==> src/rtl/axis_width_adapter.sv <==
// AXI-Stream byte-granular width converter: downsize, upsize or equal-width register slice.
// Each mode adds exactly one registered stage between input and output.

module axis_width_adapter_lane #(
  parameter int DW = 8,
  parameter int KW = 1
) (
  input  logic          clk,
  input  logic          rst,
  input  logic          wr,
  input  logic          clr,
  input  logic [DW-1:0] din,
  input  logic [KW-1:0] kin,
  output logic [DW-1:0] dout,
  output logic [KW-1:0] kout
);
  logic [DW-1:0] acc_d;
  logic [KW-1:0] acc_k;

  // clr wins over wr: the completing beat leaves through the bypass below, not the register
  always_ff @(posedge clk) begin
    if (rst || clr) begin
      acc_d <= '0;
      acc_k <= '0;
    end else if (wr) begin
      acc_d <= din;
      acc_k <= kin;
    end
  end

  assign dout = wr ? din : acc_d;
  assign kout = wr ? kin : acc_k;
endmodule

module axis_width_adapter #(
  parameter int INPUT_DATA_WIDTH  = 64,
  parameter int INPUT_KEEP_WIDTH  = INPUT_DATA_WIDTH/8,
  parameter int OUTPUT_DATA_WIDTH = 8,
  parameter int OUTPUT_KEEP_WIDTH = OUTPUT_DATA_WIDTH/8
) (
  input  logic                         clk,
  input  logic                         rst,
  input  logic [INPUT_DATA_WIDTH-1:0]  input_axis_tdata,
  input  logic [INPUT_KEEP_WIDTH-1:0]  input_axis_tkeep,
  input  logic                         input_axis_tvalid,
  output logic                         input_axis_tready,
  input  logic                         input_axis_tlast,
  input  logic                         input_axis_tuser,
  output logic [OUTPUT_DATA_WIDTH-1:0] output_axis_tdata,
  output logic [OUTPUT_KEEP_WIDTH-1:0] output_axis_tkeep,
  output logic                         output_axis_tvalid,
  input  logic                         output_axis_tready,
  output logic                         output_axis_tlast,
  output logic                         output_axis_tuser
);
  localparam int MIN_KEEP = (INPUT_KEEP_WIDTH < OUTPUT_KEEP_WIDTH) ? INPUT_KEEP_WIDTH : OUTPUT_KEEP_WIDTH;
  localparam int MAX_KEEP = (INPUT_KEEP_WIDTH < OUTPUT_KEEP_WIDTH) ? OUTPUT_KEEP_WIDTH : INPUT_KEEP_WIDTH;
  localparam int R        = MAX_KEEP / MIN_KEEP;
  localparam int SEG_W    = (R > 1) ? $clog2(R) : 1;
  localparam logic [SEG_W-1:0] SEG_LAST = SEG_W'(R-1);

  if ((MAX_KEEP % MIN_KEEP) != 0 || INPUT_DATA_WIDTH != 8*INPUT_KEEP_WIDTH ||
      OUTPUT_DATA_WIDTH != 8*OUTPUT_KEEP_WIDTH) begin : g_bad_ratio
    $error("axis_width_adapter: widths must be byte-granular integer multiples of each other");
  end

  if (INPUT_KEEP_WIDTH > OUTPUT_KEEP_WIDTH) begin : g_down
    typedef enum logic {S_IDLE, S_SEND} state_t;
    state_t state, state_nxt;

    logic [INPUT_DATA_WIDTH-1:0] wbuf_data;
    logic [INPUT_KEEP_WIDTH-1:0] wbuf_keep;
    logic                        wbuf_last, wbuf_user;
    logic [SEG_W-1:0]            seg, end_seg, end_seg_in;
    logic                        seg_acc, final_acc, ready, load, at_end;

    // a last word stops at its highest populated segment; an empty last word still emits segment 0
    always_comb begin
      end_seg_in = SEG_LAST;
      if (input_axis_tlast) begin
        end_seg_in = '0;
        for (int i = 0; i < R; i++)
          if (|input_axis_tkeep[i*OUTPUT_KEEP_WIDTH +: OUTPUT_KEEP_WIDTH]) end_seg_in = SEG_W'(i);
      end
    end

    assign at_end    = (seg == end_seg);
    assign seg_acc   = (state == S_SEND) && output_axis_tready;
    assign final_acc = seg_acc && at_end;
    assign ready     = !rst && ((state == S_IDLE) || final_acc);
    assign load      = input_axis_tvalid && ready;

    always_ff @(posedge clk) begin
      if (rst) state <= S_IDLE;
      else     state <= state_nxt;
    end

    always_comb begin
      state_nxt = state;
      case (state)
        S_IDLE: if (load) state_nxt = S_SEND;
        S_SEND: if (final_acc && !load) state_nxt = S_IDLE;
        default: state_nxt = S_IDLE;
      endcase
    end

    always_ff @(posedge clk) begin
      if (rst) begin
        wbuf_data <= '0;
        wbuf_keep <= '0;
        wbuf_last <= 1'b0;
        wbuf_user <= 1'b0;
        seg       <= '0;
        end_seg   <= '0;
      end else if (load) begin
        wbuf_data <= input_axis_tdata;
        wbuf_keep <= input_axis_tkeep;
        wbuf_last <= input_axis_tlast;
        wbuf_user <= input_axis_tuser;
        seg       <= '0;
        end_seg   <= end_seg_in;
      end else if (seg_acc && !final_acc) begin
        seg <= seg + 1'b1;
      end
    end

    always_comb begin
      output_axis_tvalid = (state == S_SEND);
      output_axis_tdata  = wbuf_data[seg*OUTPUT_DATA_WIDTH +: OUTPUT_DATA_WIDTH];
      output_axis_tkeep  = wbuf_keep[seg*OUTPUT_KEEP_WIDTH +: OUTPUT_KEEP_WIDTH];
      output_axis_tlast  = (state == S_SEND) && wbuf_last && at_end;
      output_axis_tuser  = (state == S_SEND) && wbuf_last && at_end && wbuf_user;
      input_axis_tready  = ready;
    end
  end else begin : g_up
    // equal widths fall out of this path with R = 1: every beat completes a word
    logic [SEG_W-1:0]                            k;
    logic                                        acc_user;
    logic                                        out_valid, out_last, out_user;
    logic [OUTPUT_DATA_WIDTH-1:0]                out_data;
    logic [OUTPUT_KEEP_WIDTH-1:0]                out_keep;
    logic [R-1:0][INPUT_DATA_WIDTH-1:0]          seg_data;
    logic [R-1:0][INPUT_KEEP_WIDTH-1:0]          seg_keep;
    logic [R-1:0]                                lane_wr;
    logic                                        ready, accept, complete;

    assign ready    = !rst && (!out_valid || output_axis_tready);
    assign accept   = input_axis_tvalid && ready;
    assign complete = accept && ((k == SEG_LAST) || input_axis_tlast);

    for (genvar i = 0; i < R; i++) begin : g_lane
      assign lane_wr[i] = accept && (k == SEG_W'(i));
      axis_width_adapter_lane #(.DW(INPUT_DATA_WIDTH), .KW(INPUT_KEEP_WIDTH)) u_lane (
        .clk  (clk),
        .rst  (rst),
        .wr   (lane_wr[i]),
        .clr  (complete),
        .din  (input_axis_tdata),
        .kin  (input_axis_tkeep),
        .dout (seg_data[i]),
        .kout (seg_keep[i])
      );
    end

    // lanes above k are still clear from the previous completion, so short words zero-fill
    always_ff @(posedge clk) begin
      if (rst) begin
        k         <= '0;
        acc_user  <= 1'b0;
        out_valid <= 1'b0;
        out_data  <= '0;
        out_keep  <= '0;
        out_last  <= 1'b0;
        out_user  <= 1'b0;
      end else begin
        if (out_valid && output_axis_tready) out_valid <= 1'b0;
        if (complete) begin
          k         <= '0;
          acc_user  <= 1'b0;
          out_valid <= 1'b1;
          out_data  <= seg_data;
          out_keep  <= seg_keep;
          out_last  <= input_axis_tlast;
          out_user  <= acc_user | input_axis_tuser;
        end else if (accept) begin
          k        <= k + 1'b1;
          acc_user <= acc_user | input_axis_tuser;
        end
      end
    end

    assign output_axis_tvalid = out_valid;
    assign output_axis_tdata  = out_data;
    assign output_axis_tkeep  = out_keep;
    assign output_axis_tlast  = out_last;
    assign output_axis_tuser  = out_user;
    assign input_axis_tready  = ready;
  end
endmodule

==> config.mk <==
export PLATFORM = sky130hd
export DESIGN_NAME = axis_width_adapter
export DESIGN_NICKNAME = d
export VERILOG_FILES = /design/src/rtl/axis_width_adapter.sv
export SDC_FILE = /design/constraint.sdc
export NUM_CORES = 1
export LEC_CHECK = 0
export CORE_ASPECT_RATIO = 0.5
export CORE_MARGIN = 2
export CORE_UTILIZATION = 35
export CTS_BUF_LIST = sky130_fd_sc_hd__clkbuf_8
export DETAILED_ROUTE_END_ITERATION = 8
export PLACE_DENSITY = 0.67
export SLEW_MARGIN = 20
export SYNTH_ARGS = -nofsm -noshare
export SYNTH_HDL_FRONTEND = slang
export SYNTH_SLANG_ARGS = --single-unit
export TNS_END_PERCENT = 100
==> constraint.sdc <==
create_clock -name clk -period 2.6 [get_ports clk]
set_input_delay 0.26 -clock clk [delete_from_list [all_inputs] [get_ports clk]]
set_output_delay 0.26 -clock clk [all_outputs]
set_load 0.005 [all_outputs]
# ---- After elaboration in Yosys (flattened, before gate mapping)
# Index checks and enable logic that the tools add are counted.
# Widths: inputs -> output; s select.
dict set report totals {
  elab_cells 37
  reg_bits 81
  inputBits 78
  out_inout_bits 13
}
dict set report classes {
  n_bitwise 1
  mux 11
  shift 2
  add_sub_neg 1
  n_eq_ne 1
  reduce_logical 14
}
# operator count
set op_table {}
lappend op_table {{$shiftx 64x7->8} 1}
lappend op_table {{$mux 3} 5}
lappend op_table {{$logic_and 1x1->1} 9}
lappend op_table {{$shiftx 8x4->1} 1}
lappend op_table {{$mux 2} 2}
lappend op_table {{$add 3x1->3 const B} 1}
lappend op_table {{$eq 3x3->1} 1}
lappend op_table {{$logic_not 1->1} 3}
lappend op_table {{$mux 1} 3}
lappend op_table {{$pmux 1 s2} 1}
lappend op_table {{$reduce_or 2->1} 1}
lappend op_table {{$logic_or 1x1->1} 1}
lappend op_table {{$not 1->1} 1}

# ---- Logic depth before layout (Yosys ltp)
# Gate-level depths: netlist (run 1).
dict set report depth {
  word_depth 9
  ltp_mapped 6
  mapped_depth_nobuf 4
}

# ---- Worst setup path before layout (run 1)
# Ideal clock, no wire load.
dict set report synth_path {
  path_type {flip-flop to output port}
  start {register g_down.seg[0]}
  end {output output_axis_tkeep}
  n_path_buf 2
  stages_incl_launch_ff 5
  required_ps 2340
  path_slack_ps 587
  arrival_ps 1753
  cell_sequence {dfxtp_1 > buf_2 > buf_2 > mux4_2 > mux2_2}
}
dict set report synth_between {
  elab_chain_cells 1
}
# item line
set synth_lines {}
lappend synth_lines {{from (decl)} 74} ;# logic [SEG_W-1:0] seg, end_seg, end_seg_in;
lappend synth_lines {{from (signal assigned)} 123} ;# seg <= seg + 1'b1;
lappend synth_lines {{$shiftx 8x4->1} 130} ;# output_axis_tkeep = wbuf_keep[seg*OUTPUT_KEEP_WIDTH +: OUTPUT_KEEP_WIDTH];
lappend synth_lines {{to (decl)} 50} ;# output logic [OUTPUT_KEEP_WIDTH-1:0] output_axis_tkeep,
# No other way between the ends.

# ---- Worst setup path after layout (run 1)
dict set report layout_path {
  start {register g_down.seg[0]}
  end {output output_axis_tdata[2]}
}
dict set report layout_between {
  elab_chain_cells 1
}
# item line
set layout_lines {}
lappend layout_lines {{$shiftx 64x7->8} 129} ;# output_axis_tdata = wbuf_data[seg*OUTPUT_DATA_WIDTH +: OUTPUT_DATA_WIDTH];
lappend layout_lines {{to (decl)} 49} ;# output logic [OUTPUT_DATA_WIDTH-1:0] output_axis_tdata,
# No other way between the ends.

==> qor.yml, run 1 <==
timing:
  finalSetupViolCount: 0
  rsz0062_at_grt: "false"
  finalHoldViolations: 0
  slew_headroom_pct: 69.0
  worst_pin_slew_ps: 463
  fin_setup_tns_ps: 0
  fin_skew_ps: 8.90
  fin_crit_sh_pct: 94.9
  period_needed_ps: 2470
  whs_ps: 293
  fmax_mhz: 405
  final_max_slew_viol_count: 0
synth:
  netlist_top_cells_count: "dfxtp_1, nor2b_1, mux2_1"
  yosysMostFrequentCell: "dfxtp_1"
  synth_area_um2: 3840
  synthesis.nets: 410
  ys_top_cells_by_area: "dfxtp_1, mux2_1, nor2b_1"
  ys.flop_type: "dfxtp_1"
  ys_warn_count: 0
  netlist.area_leader.share_pct: 42.3
  synthCells: 331
  ys_ff_latch: 81
  synth_edf_count: 0
  synth_top_area_cell: "dfxtp_1"
  syn_avg_cell_area_um2: 11.6
  async_reset_ff_share_pct: 0
  yosysUniqueCellTypes: 31
  ys_seq_area_share_pct: 42.3
power:
  p_comb_share_pct: 17.8
  p_int_w: 0.00199
  power_frac_clock_pct: 29.5
  power.share.sequential_pct: 52.7
  p_sw_share_pct: 24.9
  ir_drop_uv: 235
  p_leak_nw: 1.97
  power.switching_w: 0.000658
  p_per_area_nw_per_um2: 526
floorplan:
  coreArea_um2: 10400
  die_w_um: 152
  die-area_um2: 11900
  initial_utilization_pct: 36.7
  io_pins: 91
  fp.dieH_um: 78.0
  rows: 26
route:
  totalWireLength_um: 8320
  vias: 2626
  route.detailed.drc: 0
  via_per_inst: 4.69
  wl_per_cell_um: 14.9
  drtIter0Drc: 57
  postRouteAntennaNets: 0
  firstDrtPassIters: 4
cts:
  tritoncts: "yes"
  htree_levels: 3
  root_buffer: "clkbuf_8"
  cts_sinks: 81
  path_clk_slew_ps: 80
  cts_buffers: 9
  post_cts_buffers: 0
  clk_latency_ps: 350
  clock_path_buffers: 2
job:
  maxCapViolations: 0
run_status:
  outcome: "finished, final reports clean"
min_path:
  hold_path_depth: 2
  hold_path.class: "in -> reg"
  hp-start: "rst"
  hold_path_end: "output_axis_tvalid"
grt:
  grt_pass1_vias: 2711
  grt_start_max_net_pins: 67
  grt_pass1_wl_um: 13600
  grt_use_total_pct: 14.5
  antenna_found_initial: 0
  grt_overflow_total: 0
setup_path:
  crit_chain: "buf_12, mux4_2, mux2_2, clkdlybuf4s50_1"
  regToRegStartpoint: "g_down.end_seg[2]"
  end_kind: "primary output"
  reg2reg_to: "g_down.wbuf_keep[7]"
  ff2ff_setup_slack_ps: 670
  cp.required_ps: 2340
  crit_type: "reg -> out"
  start_kind: "flop"
  max_stage_delay_ps: 510
  crit_path_max_fanout: 18
  r2r.worst_path.cells: 5
  cpMaxStageDelayCell: "mux4_2"
  critPathArrivalTime_ps: 2210
layout:
  antenna_cells: 0
  fin_nets: 494
  syn2layout_area_growth_pct: 31.1
  drive_gt1_share_pct: 19.0
place:
  dp_hpwl_um: 5900
  port_buffers: 90
  place.gp.congestion: 0.738
[placed cells by master, fill, tap and decap left out, drive strengths merged]
cell type | netlist | final
inv | 3 | 4
clkinvlp | 0 | 2
o41ai | 1 | 1
nor4 | 2 | 2
clkdlybuf4s50 | 0 | 89
dfxtp | 81 | 81
o311a | 1 | 1
a211oi | 1 | 1
nor2 | 4 | 4
nor3 | 4 | 4
clkbuf | 14 | 9
a21oi | 8 | 8
xor2 | 3 | 3
xnor2 | 1 | 1
nand2 | 2 | 2
nor2b | 70 | 70
mux4 | 18 | 18
a21bo | 1 | 1
mux2i | 1 | 1
o21ai | 8 | 8
nand2b | 9 | 9
ha | 1 | 1
and2 | 2 | 2
buf | 10 | 8
nand3 | 8 | 8
mux2 | 75 | 75
o31a | 1 | 1
clkinv | 0 | 4
nand3b | 1 | 1
o41a | 1 | 1
[stage by stage]
stage | util, % | setup slack (ps) | cells | area, um2 | total power [W]
after CTS | 48.2 | 85.7 | 560 | 5030 | 0.00269
after floorplan | - | 587 | 331 | 3840 | 0.00168
after global placement | 46.6 | 397 | 544 | 4870 | 0.00190
after global routing | 48.2 | 18.4 | 560 | 5030 | 0.00279
after detailed placement | 46.6 | 386 | 544 | 4870 | 0.00190
final | 48.2 | 134 | 560 | 5030 | 0.00265
[registers in the layout, indices dropped and copies added (netlist names)]
name                count
output_axis_tvalid      1
g_down.wbuf_data       64
g_down.wbuf_keep        8
g_down.end_seg          3
g_down.seg              3
g_down.wbuf_last        1
g_down.wbuf_user        1
[worst max-delay path, delay by kind of cell, from the launching register on]
| family | cells | cell delay, ps |
|---|---|---|
| DFF | 1 | 410 |
| muxes | 2 | 790 |
| buffers and inverters | 2 | 640 |
[cell families (layout without fill, tap and decap cells)]
logic type      count (synthesis)  after routing  synth area share, %
flops                          81             81                 42.3
mux                            94             94                 32.8
xor+xnor                        4              4                0.913
simple gates                  102            102                 15.9
compound gates                 22             22                 4.04
buf+inv                        27            116                 3.68
fa+ha+maj                       1              1                0.326
[area by class of cell]
class | count | area [um2]
repair buffers | 97 | 986
clock buffers | 9 | 124
multi-input cells | 223 | 2070
well taps | 140 | 175
inverters | 3 | 11.3
clock inverters | 7 | 38.8
flip-flops and latches | 81 | 1620
fillers | 983 | 5410
[routing by layer]
layer  vias up  track usage, %  routed length, um
met2        44            25.5               4090
met4         0            4.67                114
met5         -               0                  0
met1      1245            17.4               3810
met3        10            4.20                311
li1       1327               -                  -
[worst max path at each step]
stage                             from                    to  slack, ps  cells past startpoint
finish                   g_down.seg[0]  output_axis_tdata[2]        130                      4
global route             g_down.seg[0]  output_axis_tdata[6]         20                      4
CTS                      g_down.seg[0]  output_axis_tdata[3]         90                      4
detailed placement       g_down.seg[0]  output_axis_tdata[3]        390                      4
global placement    output_axis_tready   g_down.wbuf_keep[4]        400                      6
floorplan                g_down.seg[0]     output_axis_tkeep        590                      4
[power groups by stage]
stage	registers (W)	logic [W]	clock network [W]
finish	0.00140	0.000472	0.000780
global route	0.00141	0.000515	0.000871
CTS	0.00140	0.000480	0.000817
detailed placement	0.00143	0.000477	0
global placement	0.00142	0.000471	0
floorplan	0.00140	0.000284	0
[timing repair]
action | CTS | global route
hold endpoints to repair | 0 | 0
setup endpoints to repair | 5 | 0
hold buffers | 0 | 0
resized for setup | 1 | 0
No activity file was read; power rests on OpenSTA's default activity.
==> inputs of run 2 (changes only) <==
- PLACE_DENSITY: 0.67 -> 0.69
- clock period: 2.6 -> 2.1 ns (I/O delays scaled with it)
==> run 2 against run 1 <==
The flow now finishes with violations (setup timing). Total power rose by 32%. Count of clock-buffer cells in the layout increased by 1. Sequential cell count unchanged. Highest routed layer unchanged.
==> qor.yml, run 2 (same netlist as run 1, synthesis figures left out) <==
run_status:
  outcome: "finished with violations"
  violations: "setup timing"
floorplan:
  die_w_um: 152  # unchanged
  initial_utilization_pct: 36.7  # unchanged
  io_pins: 91  # unchanged
  die-area_um2: 11900  # unchanged
  fp.dieH_um: 78.0  # unchanged
  coreArea_um2: 10400  # unchanged
  rows: 26  # unchanged
layout:
  syn2layout_area_growth_pct: 39.5
  fin_nets: 512  # +3.6%
  fin_area_um2: 5350  # +6.4%
  fin_util_pct: 51.3  # +3.1 points
  seq_area_um2: 1630  # +0.15%
  reg_top3: "g_down.wbuf_data: 64 flops, g_down.wbuf_keep: 8 flops"
  final_cell_mix: "dfxtp_1, clkdlybuf4s50_1, nor2b_1"
  antenna_cells: 0  # unchanged
  multi_input_area_um2: 2140  # +3.2%
  largest_reg_flops: 64  # unchanged
  drive_gt1_share_pct: 24.4  # +5.4 points
  n_fill_cell: 922  # -6.2%
  final_common_cell: "dfxtp_1"
  top_register: "g_down.wbuf_data"
power:
  p_per_area_nw_per_um2: 653  # +24%
  p_total_w: 0.00350  # +32%
  p_leak_nw: 2.17  # +10%
  ir_drop_uv: 263  # +12%
route:
  vias: 2732  # +4.0%
  postRouteAntennaNets: 0  # unchanged
  drtIter0Drc: 136  # +140%
  totalWireLength_um: 8620  # +3.5%
  route.detailed.drc: 0  # unchanged
  firstDrtPassIters: 4  # unchanged
  via_per_inst: 4.73  # +0.80%
  wl_per_cell_um: 14.9  # +0.30%
timing:
  period_needed_ps: 2120
  worst_pin_slew_ps: 434  # -28.7 ps
  fin_crit_sh_pct: 101
  rsz0062_at_grt: "true"
  final_max_slew_viol_count: 0  # unchanged
  slew_headroom_pct: 70.9  # +1.9 points
  fmax_mhz: 472
  fin_skew_ps: 8.19  # -0.708 ps
  finalHoldViolations: 0  # unchanged
  finalSetupViolCount: 5  # +5
  setup_ws_ps: -18.1  # -152 ps
min_path:
  hp-start: "rst"
  hold_path_depth: 2  # unchanged
  hold_path_end: "output_axis_tvalid"
  hold_path.class: "in -> reg"
cts:
  path_clk_slew_ps: 80  # about the same
  clk_latency_ps: 350  # about the same
  cts_buffers: 9  # unchanged
  tritoncts: "yes"
  clock_path_buffers: 2  # unchanged
  cts_sinks: 81  # unchanged
  root_buffer: "clkbuf_8"
  htree_levels: 3  # unchanged
setup_path:
  max_stage_delay_ps: 490  # -20 ps
  start_kind: "flop"
  r2r.worst_path.cells: 6  # +1
  cpMaxStageDelayCell: "mux4_2"
  crit_chain: "buf_12, buf_8, mux4_2, mux2_4, buf_6"
  reg2reg_to: "g_down.wbuf_data[39]"
  end_kind: "primary output"
  critPathArrivalTime_ps: 1910  # -300 ps
  crit_path_max_fanout: 7  # -11
  ff2ff_setup_slack_ps: 170  # -500 ps
  crit_type: "reg -> out"
  cp.required_ps: 1890  # -450 ps
  crit_path_start: "g_down.seg[0]"
  regToRegStartpoint: "g_down.seg[0]"
place:
  place_area_um2: 4900  # +0.62%
  dp_hpwl_um: 5810  # -1.6%
  port_buffers: 90  # unchanged
  dp_worst_setup_slack_ps: 29.2  # -357 ps
  place.gp.congestion: 0.722  # -2.1%
grt:
  grt_use_total_pct: 15.4  # +0.89 points
  grt_overflow_total: 0  # unchanged
  antenna_found_initial: 0  # unchanged
  grt_pass1_vias: 2965  # +9.4%
  grt_pass1_wl_um: 14700  # +7.4%
  grt_start_max_net_pins: 79  # +18%
job:
  maxCapViolations: 0  # unchanged
[run 2: cell count changes in the layout (fill, tap and decap cells not counted), sizes merged, moves of 2 or more]
cell and change:
clkinv -4, buf +27, dlygate4sd2 +2, inv +3, clkdlybuf4s50 -12
[run 2: critical path, delay by kind of cell (launching register included)]
family | cells | cell delay (ps)
buffers and inverters | 3 | 360
flip-flops | 1 | 410
multiplexers | 2 | 780
[run 2: metrics by stage]
stage | hold slack, ps | TNS, ps | instances
finish | 145 | -75.5 | 578
global route | 146 | -557 | 578
CTS | 123 | -304 | 577
detailed placement | 471 | 0 | 548
global placement | 462 | 0 | 548
floorplan | 331 | 0 | 331
[run 2: how the worst max path moves through the flow]
| stage | end | slack, ps | cells past startpoint |
|---|---|---|---|
| 6_report | output_axis_tdata[5] | -20 | 5 |
| 5_1_grt | output_axis_tdata[3] | -90 | 5 |
| 4_1_cts | output_axis_tdata[5] | -60 | 5 |
| 3_5_place_dp | g_down.wbuf_data[23] | 30 | 6 |
| 3_3_place_gp | input_axis_tready | 20 | 5 |
| 2_1_floorplan | output_axis_tkeep | 140 | 4 |
[run 2: cell type report]
cell class	instances	area share, %
clock buffers	10	2.57
clock inverters	6	0.982
inverters	3	0.210
multi-input cells	223	40.0
flip-flops and latches	81	30.4
well taps	140	3.27
repair buffers	115	22.6
[run 2: where the power goes]
group | total (W) | internal [W] | switching, W
sequential | 0.00172 | 0.00166 | 0.0000634
combinational | 0.000670 | 0.000443 | 0.000227
clock | 0.00110 | 0.000565 | 0.000537
[run 2: per-layer routing]
metal | share of wire, % | wire [um] | GRT usage [%]
met1 | 49 | 4180 | 20.0
met2 | 47 | 4070 | 25.7
met3 | 3.2 | 275 | 3.37
met4 | 1.1 | 92 | 5.33
met5 | 0 | 0 | 0
[run 2: what timing repair did]
item | 4_1_cts | 5_1_grt
pin swaps | 4 | 2
hold buffers | 0 | 0
setup endpoints to repair | 12 | 11
setup buffers | 12 | 1
cloned | 1 | 0
resized for setup | 69 | 7
==> inputs of run 3 (changes only) <==
- ABC_AREA: unset -> 0
==> results of run 3 <==
Same layout as run 2: the final DEF is identical, and so are final timing and power.
